--- config.mk ---
export PLATFORM = sky130hd
export DESIGN_NAME = gate_sweep_ctrl_flat
export DESIGN_NICKNAME = d
export VERILOG_FILES = /design/src/rtl/gate_sweep_pkg.sv /design/src/rtl/gate_sweep_ctrl_if.sv /design/src/rtl/gate_sweep_ctrl_settle_counter.sv /design/src/rtl/gate_sweep_ctrl.sv /design/src/flat_wrapper.sv
export SDC_FILE = /design/constraint.sdc
export NUM_CORES = 1
export LEC_CHECK = 0
export ABC_AREA = 1
export CAP_MARGIN = 25
export CORE_MARGIN = 2
export CORE_UTILIZATION = 50
export DETAILED_ROUTE_END_ITERATION = 6
export PLACE_DENSITY = 0.79
export SYNTH_ARGS = -nofsm -noshare
export SYNTH_HDL_FRONTEND = slang
export SYNTH_HIERARCHICAL = 1
export SYNTH_SLANG_ARGS = --single-unit
--- constraint.sdc ---
create_clock -name clk -period 2.45 [get_ports clk]
set_clock_uncertainty 0.05 [all_clocks]
set_input_delay 0.49 -clock clk [delete_from_list [all_inputs] [get_ports clk]]
set_output_delay 0.49 -clock clk [all_outputs]
set_load 0.05 [all_outputs]
--- src/rtl/gate_sweep_pkg.sv ---
// Shared types and constants for the gate sweep controller.
package gate_sweep_pkg;

    // Sweep sequencer states; the encoding is fixed so debug traces stay readable.
    typedef enum logic [1:0] {
        IDLE   = 2'd0,
        SETTLE = 2'd1,
        SAMPLE = 2'd2,
        DONE   = 2'd3
    } state_e;

    // Expected truth tables for common 2-input gates; bit k = output for input value k.
    localparam logic [3:0] EXPECT_OR   = 4'b1110;
    localparam logic [3:0] EXPECT_AND  = 4'b1000;
    localparam logic [3:0] EXPECT_NAND = 4'b0111;
    localparam logic [3:0] EXPECT_XOR  = 4'b0110;

endpackage

--- src/rtl/gate_sweep_ctrl_if.sv ---
// Control/result bundle between a test harness (master) and the sweep controller (slave).
interface gate_sweep_ctrl_if #(
    parameter int N_IN = 2
);
    logic                    start;
    logic                    abort;
    logic                    busy;
    logic                    done;
    logic                    pass;
    logic [N_IN:0]           err_count;
    logic [N_IN-1:0]         first_err_idx;
    logic [(1<<N_IN)-1:0]    captured;

    modport master (
        output start, abort,
        input  busy, done, pass, err_count, first_err_idx, captured
    );

    modport slave (
        input  start, abort,
        output busy, done, pass, err_count, first_err_idx, captured
    );
endinterface

--- src/rtl/gate_sweep_ctrl_settle_counter.sv ---
// Down-counter that times how long each vector is held before it is sampled.
module settle_counter #(
    parameter int SETTLE_CYCLES = 1
) (
    input  logic clk,
    input  logic rst_n,
    input  logic load_i,
    input  logic dec_i,
    output logic expire_o
);
    localparam int CW = $clog2(SETTLE_CYCLES + 1);

    logic [CW-1:0] cnt_q;

    // Reload on a new vector, otherwise count down while settling, never below zero.
    always_ff @(posedge clk) begin
        // NOTE: state registers use non-blocking assignments so every flop sees pre-edge values.
        if (!rst_n) begin
            cnt_q <= '0;
        end else if (load_i) begin
            cnt_q <= CW'(SETTLE_CYCLES);
        end else if (dec_i && cnt_q != '0) begin
            cnt_q <= cnt_q - CW'(1);
        end
    end

    // Last settling cycle: the FSM moves to SAMPLE on the next edge.
    assign expire_o = (cnt_q == CW'(1));

endmodule

--- src/rtl/gate_sweep_ctrl.sv ---
// Sweeps a combinational gate through every input value, captures its outputs
// and scores them against an expected truth table.
module gate_sweep_ctrl
    import gate_sweep_pkg::*;
#(
    parameter int                    N_IN          = 2,
    parameter int                    SETTLE_CYCLES = 1,
    parameter logic [(1<<N_IN)-1:0]  EXPECT        = EXPECT_OR
) (
    input  logic                     clk,
    input  logic                     rst_n,
    gate_sweep_ctrl_if.slave         ctl_if,
    output logic [N_IN-1:0]          x_out_o,
    input  logic                     s_in_i
);
    localparam logic [N_IN-1:0] LAST_IDX = '1;

    state_e                  state_q;
    logic [N_IN-1:0]         idx_q;
    logic [N_IN-1:0]         x_out_q;
    logic                    busy_q;
    logic                    done_q;
    logic                    pass_q;
    logic [N_IN:0]           err_q;
    logic [N_IN-1:0]         first_q;
    logic [(1<<N_IN)-1:0]    captured_q;

    logic                    accept;
    logic                    mismatch;
    logic [N_IN:0]           err_d;
    logic                    cnt_load;
    logic                    cnt_dec;
    logic                    cnt_expire;

    // Decode handshake and scoreboard terms from the current state.
    assign accept   = (state_q == IDLE) && ctl_if.start && !ctl_if.abort;
    assign mismatch = (s_in_i != EXPECT[idx_q]);
    assign err_d    = err_q + (N_IN+1)'(mismatch);
    assign cnt_load = accept ||
                      ((state_q == SAMPLE) && !ctl_if.abort && (idx_q != LAST_IDX));
    assign cnt_dec  = (state_q == SETTLE);

    settle_counter #(
        .SETTLE_CYCLES (SETTLE_CYCLES)
    ) u_settle (
        .clk      (clk),
        .rst_n    (rst_n),
        .load_i   (cnt_load),
        .dec_i    (cnt_dec),
        .expire_o (cnt_expire)
    );

    // Sweep FSM with registered outputs and the mismatch scoreboard.
    always_ff @(posedge clk) begin
        if (!rst_n) begin
            state_q    <= IDLE;
            idx_q      <= '0;
            x_out_q    <= '0;
            busy_q     <= 1'b0;
            done_q     <= 1'b0;
            pass_q     <= 1'b0;
            err_q      <= '0;
            first_q    <= '0;
            // NOTE: captured is a plain register vector, not a RAM, so it is reset like any flop.
            captured_q <= '0;
        end else begin
            unique case (state_q)
                IDLE: begin
                    done_q <= 1'b0;
                    if (accept) begin
                        state_q    <= SETTLE;
                        idx_q      <= '0;
                        x_out_q    <= '0;
                        busy_q     <= 1'b1;
                        pass_q     <= 1'b0;
                        err_q      <= '0;
                        first_q    <= '0;
                        captured_q <= '0;
                    end
                end
                SETTLE: begin
                    if (ctl_if.abort) begin
                        state_q <= IDLE;
                        busy_q  <= 1'b0;
                        pass_q  <= 1'b0;
                    end else if (cnt_expire) begin
                        state_q <= SAMPLE;
                    end
                end
                SAMPLE: begin
                    if (ctl_if.abort) begin
                        state_q <= IDLE;
                        busy_q  <= 1'b0;
                        pass_q  <= 1'b0;
                    end else begin
                        captured_q[idx_q] <= s_in_i;
                        if (mismatch) begin
                            err_q <= err_d;
                            // A zero count means this is the first mismatch of the sweep.
                            if (err_q == '0) first_q <= idx_q;
                        end
                        if (idx_q == LAST_IDX) begin
                            state_q <= DONE;
                            busy_q  <= 1'b0;
                            done_q  <= 1'b1;
                            pass_q  <= (err_d == '0);
                        end else begin
                            state_q <= SETTLE;
                            idx_q   <= idx_q + 1'b1;
                            x_out_q <= idx_q + 1'b1;
                        end
                    end
                end
                DONE: begin
                    state_q <= IDLE;
                    done_q  <= 1'b0;
                    if (ctl_if.abort) pass_q <= 1'b0;
                end
                default: state_q <= IDLE;
            endcase
        end
    end

    assign x_out_o              = x_out_q;
    assign ctl_if.busy          = busy_q;
    assign ctl_if.done          = done_q;
    assign ctl_if.pass          = pass_q;
    assign ctl_if.err_count     = err_q;
    assign ctl_if.first_err_idx = first_q;
    assign ctl_if.captured      = captured_q;

endmodule

--- src/flat_wrapper.sv ---
// flat-port wrapper written by rule: the top's interface ports become plain ports
module gate_sweep_ctrl_flat import gate_sweep_pkg::*;
#(
    parameter int                    N_IN          = 2,
    parameter int                    SETTLE_CYCLES = 1,
    parameter logic [(1<<N_IN)-1:0]  EXPECT        = EXPECT_OR
)
  (clk, rst_n, x_out_o, s_in_i, ctl_if_start, ctl_if_abort, ctl_if_busy, ctl_if_done, ctl_if_pass, ctl_if_err_count, ctl_if_first_err_idx, ctl_if_captured);
  gate_sweep_ctrl_if #(.N_IN(N_IN)) ctl_if_i ();
  input  logic clk;
  input  logic rst_n;
  output logic [N_IN-1:0] x_out_o;
  input  logic s_in_i;
  input wire logic [$bits(ctl_if_i.start)-1:0] ctl_if_start;
  input wire logic [$bits(ctl_if_i.abort)-1:0] ctl_if_abort;
  output wire logic [$bits(ctl_if_i.busy)-1:0] ctl_if_busy;
  output wire logic [$bits(ctl_if_i.done)-1:0] ctl_if_done;
  output wire logic [$bits(ctl_if_i.pass)-1:0] ctl_if_pass;
  output wire logic [$bits(ctl_if_i.err_count)-1:0] ctl_if_err_count;
  output wire logic [$bits(ctl_if_i.first_err_idx)-1:0] ctl_if_first_err_idx;
  output wire logic [$bits(ctl_if_i.captured)-1:0] ctl_if_captured;
  assign ctl_if_i.start = ctl_if_start;
  assign ctl_if_i.abort = ctl_if_abort;
  assign ctl_if_busy = ctl_if_i.busy;
  assign ctl_if_done = ctl_if_i.done;
  assign ctl_if_pass = ctl_if_i.pass;
  assign ctl_if_err_count = ctl_if_i.err_count;
  assign ctl_if_first_err_idx = ctl_if_i.first_err_idx;
  assign ctl_if_captured = ctl_if_i.captured;
  gate_sweep_ctrl #(.N_IN(N_IN), .SETTLE_CYCLES(SETTLE_CYCLES), .EXPECT(EXPECT)) u_core (.clk(clk), .rst_n(rst_n), .ctl_if(ctl_if_i), .x_out_o(x_out_o), .s_in_i(s_in_i));
endmodule
==> run summary, run 1 <==
remaining antenna violation count after routing: 0
commonest non-fill, non-tap cell in the layout: nand2_1
Cell Pwr Density: 804.1 mW/mm2
number of global-route vias before repair: 880
GRT busiest layer: met2
Port Buffers: 18
Tcrit/Tclk final: 87.09%
max-slew violations: 0
Crit Path Class: register to output port
mux share of post-synthesis cell area: 0%
CORE AREA: 0.001942 mm2
Setup Viol. Count Final: 0
Total Nets Final: 184
maxcap violations: 0
first-pass GRT wire length: 3.650 mm
largest family of logic cells by synthesized area: simple AND/OR/NAND/NOR gates
DRT Pass-1 Iters: 5
die area: 0.002408 mm2
mapped cell area: 0.001016 mm2
RSZ-0062 raised after global routing: false
YS warnings: 6
Critical Path Max Stage Delay: 0.80 ns
hold buffers post-CTS: 0
H-tree depth: 1
antenna violations before repair: 0
most frequent cells in the layout: 35 x nand2_1, 18 x clkdlybuf4s50_1, 17 x inv_1, 17 x dfxtp_1
VDD IR max: 0.6008 mV
post-DR wirelength/cell: 11.22 um
DRC viols: 0
largest net degree at the start of global routing: 17
Post-CTS Setup Bufs: 0
synth unique cells: 22
diode count: 0
Clock Latency Late Sink: 0.29 ns
Post-DP HPWL: 1.614 mm
Synth Area in Simple Gates: 30.05%
fmax: 468.7 MHz
CP Cell Sequence: buf_4 -> clkdlybuf4s50_1
hold crit path type: register to register
global route total overflow: 0
CTS tree: built
outcome: complete, no violations
Max FO, Critical Path: 5
Clock Sinks: 17
total negative slack: 0 ns
Post-Syn Area per Cell: 7.155 um2
CP Launch Type: register
Total GRT Usage: 19.56%
Die X: 49.08 um
Clock transition at path regs: 0.11 ns
Pwr Total: 1.019 mW
Final Hold Fails: 0
final WL: 2.155 mm
Slew @ Worst Pin: 0.4968 ns
Net Count, Synth: 160
Period minus WS final: 2.134 ns
CP arrival: 1.59 ns
Resized Gates After CTS: 0
Setup crit end kind: output port
Slew Limit Headroom: 66.78%
Die Ht: 49.08 um
Critical Path RT: 1.91 ns
sequential cell area fraction in the yosys report: 33.50%
met2 Resource Use GR: 34.68%
clk root buf: clkbuf_4
num rows: 16
M1 GR Usage: 22.63%
GR Layer Usage met3: 3.374%
xor/xnor share of the synthesized area: 0.8621%
Initial Util: 52.32%
critical path's slowest cell: clkdlybuf4s50_1
Leak: 0.5550 nW
number of buffers created by CTS: 3
Mapped Cells: 142
Synth Area in Compound Gates: 10.22%
vias post-DR: 983
Synth Register Bits: 17
Syn-to-layout area delta: 24.75%
register-to-register setup slack: 0.41 ns
drt via density: 5.120
Initial DRC Count: 51
Post-Synth Adder-Cell Area: 16.01%
share of layout cells above drive strength 1: 8.485%
clk buf depth: 2
GPL Wtd Cong: 0.8450
# IOs: 19
power by group:
part	switching, mW	internal (mW)	leakage (nW)
combinational	0.348	0.173	0.399
sequential	0.0301	0.316	0.138
clock	0.0917	0.0607	0.0177
per-layer routing:
metal,wire length (um),share of wire [%]
met5,0,0
met4,14,0.65
met3,116,5.4
met2,1078,50
met1,945,44
cell usage after synthesis (all sizes together):
library cell,count,share of area [%]
clkinv,1,0.37
xnor2,1,0.86
ha,13,16
nand3,7,3.9
o21ai,7,3.4
and2,1,0.62
a21oi,13,6.8
clkbuf,1,0.37
dfxtp,17,33
nor3,1,0.49
inv,19,7.0
nor2,14,5.9
nand2,36,14
nand4,9,5.5
buf,2,1.6
per-stage QoR:
stage	hold slack [ns]	cells	cell area (um2)	setup WS (ns)	utilization [%]
global placement	0.4014	188	1240	0.1126	63.85
detailed placement	0.4078	188	1240	0.07923	63.85
CTS	0.4243	192	1267	0.3080	65.27
finish	0.4188	192	1267	0.3162	65.27
global route	0.4402	192	1267	0.2652	65.27
floorplan	0.3950	142	1016	0.07079	-
cell type report:
| type | count | area, um2 |
|---|---|---|
| clock buffers | 3 | 22.52 |
| clock inverters | 1 | 5.005 |
| fillers | 168 | 674.4 |
| inverters | 20 | 75.07 |
| multi-input cells | 102 | 580.6 |
| flip-flops and latches | 17 | 340.3 |
| well taps | 27 | 33.78 |
| repair buffers | 22 | 210.2 |
sequential cells by signal, summed over array words and instances (netlist names):
signal	count
u_core/ctl_if.captured	4
u_core/ctl_if.err_count	3
u_core/ctl_if.first_err_idx	2
u_core/state_q	2
u_core/x_out_o	2
u_core/ctl_if.busy	1
u_core/ctl_if.done	1
u_core/ctl_if.pass	1
u_core/u_settle/expire_o	1
final timing paths:
kind | from | cells past startpoint | to
hold reg to reg | u_core/ctl_if.captured[1] | 2 | u_core/ctl_if.captured[1]
setup reg to reg | u_core/x_out_o[0] | 10 | u_core/ctl_if.pass
setup / recovery | u_core/x_out_o[0] | 2 | x_out_o[0]
hold / removal | u_core/ctl_if.captured[1] | 2 | u_core/ctl_if.captured[1]
worst max-delay path: cells and delay by family, from the launching register on:
kind	cells	cell delay [ns]
flip-flops	1	0.35
buffers and inverters	2	0.94
cells by family (layout without fill, tap and decap cells):
family | Yosys count | after routing
compound gates | 20 | 20
flops | 17 | 17
xor+xnor | 1 | 1
fa+ha+maj | 13 | 13
simple gates | 68 | 68
buf+inv | 23 | 46
Power figures use the tool's default switching activity.
==> run 2: changes to the inputs <==
- MAX_ROUTING_LAYER: unset -> met4
==> run 2 against run 1 <==
Compared with the run above: critical endpoint unchanged; die area stayed put; register-to-register slack hardly changed; first-iteration DRC count up 2.0%; critical path type unchanged.
==> run summary, run 2 (same netlist as run 1, synthesis figures left out) <==
Setup Viol. Count Final: 0 (unchanged)
Total GRT Usage: 20.17% (+0.62 points)
Total Nets Final: 184 (unchanged)
commonest non-fill, non-tap cell in the layout: nand2_1
Leak: 0.5550 nW (unchanged)
Post-CTS Setup Bufs: 0 (unchanged)
number of buffers created by CTS: 3 (unchanged)
Util after Layout: 65.27% (unchanged)
critical path's slowest cell: clkdlybuf4s50_1
worst hold path stage count: 2 (unchanged)
total negative slack: 0 ns (unchanged)
DRT Pass-1 Iters: 4 (-1)
Slew @ Worst Pin: 0.4968 ns (-0.0000004172 ns)
fmax: 468.1 MHz (-0.12%)
Tcrit/Tclk final: 87.20% (+0.11 points)
# IOs: 19 (unchanged)
CP Launch Type: register
Critical Path RT: 1.91 ns (about the same)
Port Buffers: 18 (unchanged)
remaining antenna violation count after routing: 0 (unchanged)
Clock transition at path regs: 0.11 ns (about the same)
vias post-DR: 995 (+1.2%)
r2r startpoint: u_core/x_out_o[0]
P_int: 0.5498 mW (about the same)
final hold slack: 0.4225 ns (+0.003729 ns)
Syn-to-layout area delta: 24.75% (unchanged)
GPL Wtd Cong: 0.8583 (+1.6%)
Combinational Power Share: 51.1% (about the same)
final WL: 2.162 mm (+0.32%)
Initial DRC Count: 52 (+2.0%)
global route total overflow: 0 (unchanged)
num rows: 16 (unchanged)
Crit Path Class: register to output port
CORE AREA: 0.001942 mm2 (unchanged)
CP arrival: 1.60 ns (about the same)
Final Hold Fails: 0 (unchanged)
outcome: complete, no violations
H-tree depth: 1 (unchanged)
drt via density: 5.182 (+1.2%)
post-DR wirelength/cell: 11.26 um (+0.32%)
antenna violations before repair: 0 (unchanged)
power share of the sequential group: 34.0% (about the same)
Setup crit end kind: output port
number of flip-flops in the largest register: 4 (unchanged)
Slew Limit Headroom: 66.78% (unchanged)
register-to-register setup slack: 0.42 ns (about the same)
Resized Gates After CTS: 0 (unchanged)
die area: 0.002408 mm2 (unchanged)
RR Endpoint: u_core/ctl_if.pass
Die X: 49.08 um (unchanged)
Critical Path Max Stage Delay: 0.80 ns (about the same)
maxcap violations: 0 (unchanged)
hold buffers post-CTS: 0 (unchanged)
VDD IR max: 0.6000 mV (-0.13%)
sw frac: 46.02% (about the same)
Initial Util: 52.32% (unchanged)
RSZ-0062 raised after global routing: false
clock share of power: 15.0% (about the same)
hold crit path type: register to register
Period minus WS final: 2.136 ns (+0.002656 ns)
diode count: 0 (unchanged)
Max FO, Critical Path: 5 (unchanged)
Placed Cells: 188 (unchanged)
Post-DP HPWL: 1.614 mm (unchanged)
clk buf depth: 2 (unchanged)
first-pass GRT wire length: 3.670 mm (+0.55%)
Clock Latency Late Sink: 0.29 ns (about the same)
max-slew violations: 0 (unchanged)
Worst Hold Path EP: u_core/ctl_if.captured[1]
DRC viols: 0 (unchanged)
HP Start: u_core/ctl_if.captured[1]
worst path buffer plus inverter count: 2 (unchanged)
largest net degree at the start of global routing: 17 (unchanged)
Finished Layout Cells: 192 (unchanged)
NetSw: 0.4688 mW (about the same)
CTS tree: built
CP top delay family: buffers and inverters
clk root buf: clkbuf_4
Cell Pwr Density: 803.7 mW/mm2 (about the same)
Clock Sinks: 17 (unchanged)
reg2reg path depth: 10 (unchanged)
number of global-route vias before repair: 877 (-0.34%)
most frequent cells in the layout: 35 x nand2_1, 18 x clkdlybuf4s50_1, 17 x inv_1, 17 x dfxtp_1
Die Ht: 49.08 um (unchanged)
share of layout cells above drive strength 1: 8.485% (unchanged)
CP Cell Sequence: buf_4 -> clkdlybuf4s50_1
run 2: cell counts in the layout (fill, tap and decap cells not counted):
No cell type changed its count.
run 2: worst max path at each step:
stage	from	end	slack, ns	depth (start not counted)
after global routing	u_core/x_out_o[0]	x_out_o[0]	0.27	2
final	u_core/x_out_o[0]	x_out_o[0]	0.31	2
after floorplan	u_core/x_out_o[0]	u_core/ctl_if.pass	0.07	10
after detailed placement	s_in_i	u_core/ctl_if.pass	0.08	9
after CTS	u_core/x_out_o[0]	x_out_o[0]	0.31	2
after global placement	s_in_i	u_core/ctl_if.pass	0.11	9
run 2: layout make-up:
| class | count | area, um2 |
|---|---|---|
| inverters | 20 | 75.07 |
| clock buffers | 3 | 22.52 |
| multi-input cells | 102 | 580.6 |
| well taps | 27 | 33.78 |
| repair buffers | 22 | 210.2 |
| flip-flops and latches | 17 | 340.3 |
| fillers | 168 | 674.4 |
| clock inverters | 1 | 5.005 |
run 2: through the flow:
step	instance area, um2	setup WS, ns	power [mW]
CTS	1267	0.3080	1.021
finish	1267	0.3136	1.019
floorplan	1016	0.07079	0.7457
global placement	1240	0.1126	0.8441
detailed placement	1240	0.07923	0.8595
global route	1267	0.2652	1.101
run 2: worst reg2reg max path: cells and delay by family, from the launching register on:
family / cells / cell delay [ns]
buffers and inverters: 2 / 0.16
flip-flops: 1 / 0.36
AO/OA/AOI/OAI: 1 / 0.14
adder cells (fa/ha/maj): 4 / 1.00
AND/OR/NAND/NOR: 3 / 0.23
run 2: metal layers:
layer	vias to the layer above	global-route usage, %	part of all wire [%]
met5	-	-	0
met4	0	9.048	1.4
met3	4	3.067	4.8
met2	35	34.46	49
met1	447	23.21	45
li1	509	-	-
run 2: power groups by stage:
stage	registers, mW	clock network (mW)	logic, mW
floorplan	0.418	0	0.327
global placement	0.349	0	0.495
detailed placement	0.351	0	0.509
CTS	0.346	0.159	0.516
global route	0.352	0.172	0.578
finish	0.346	0.153	0.520
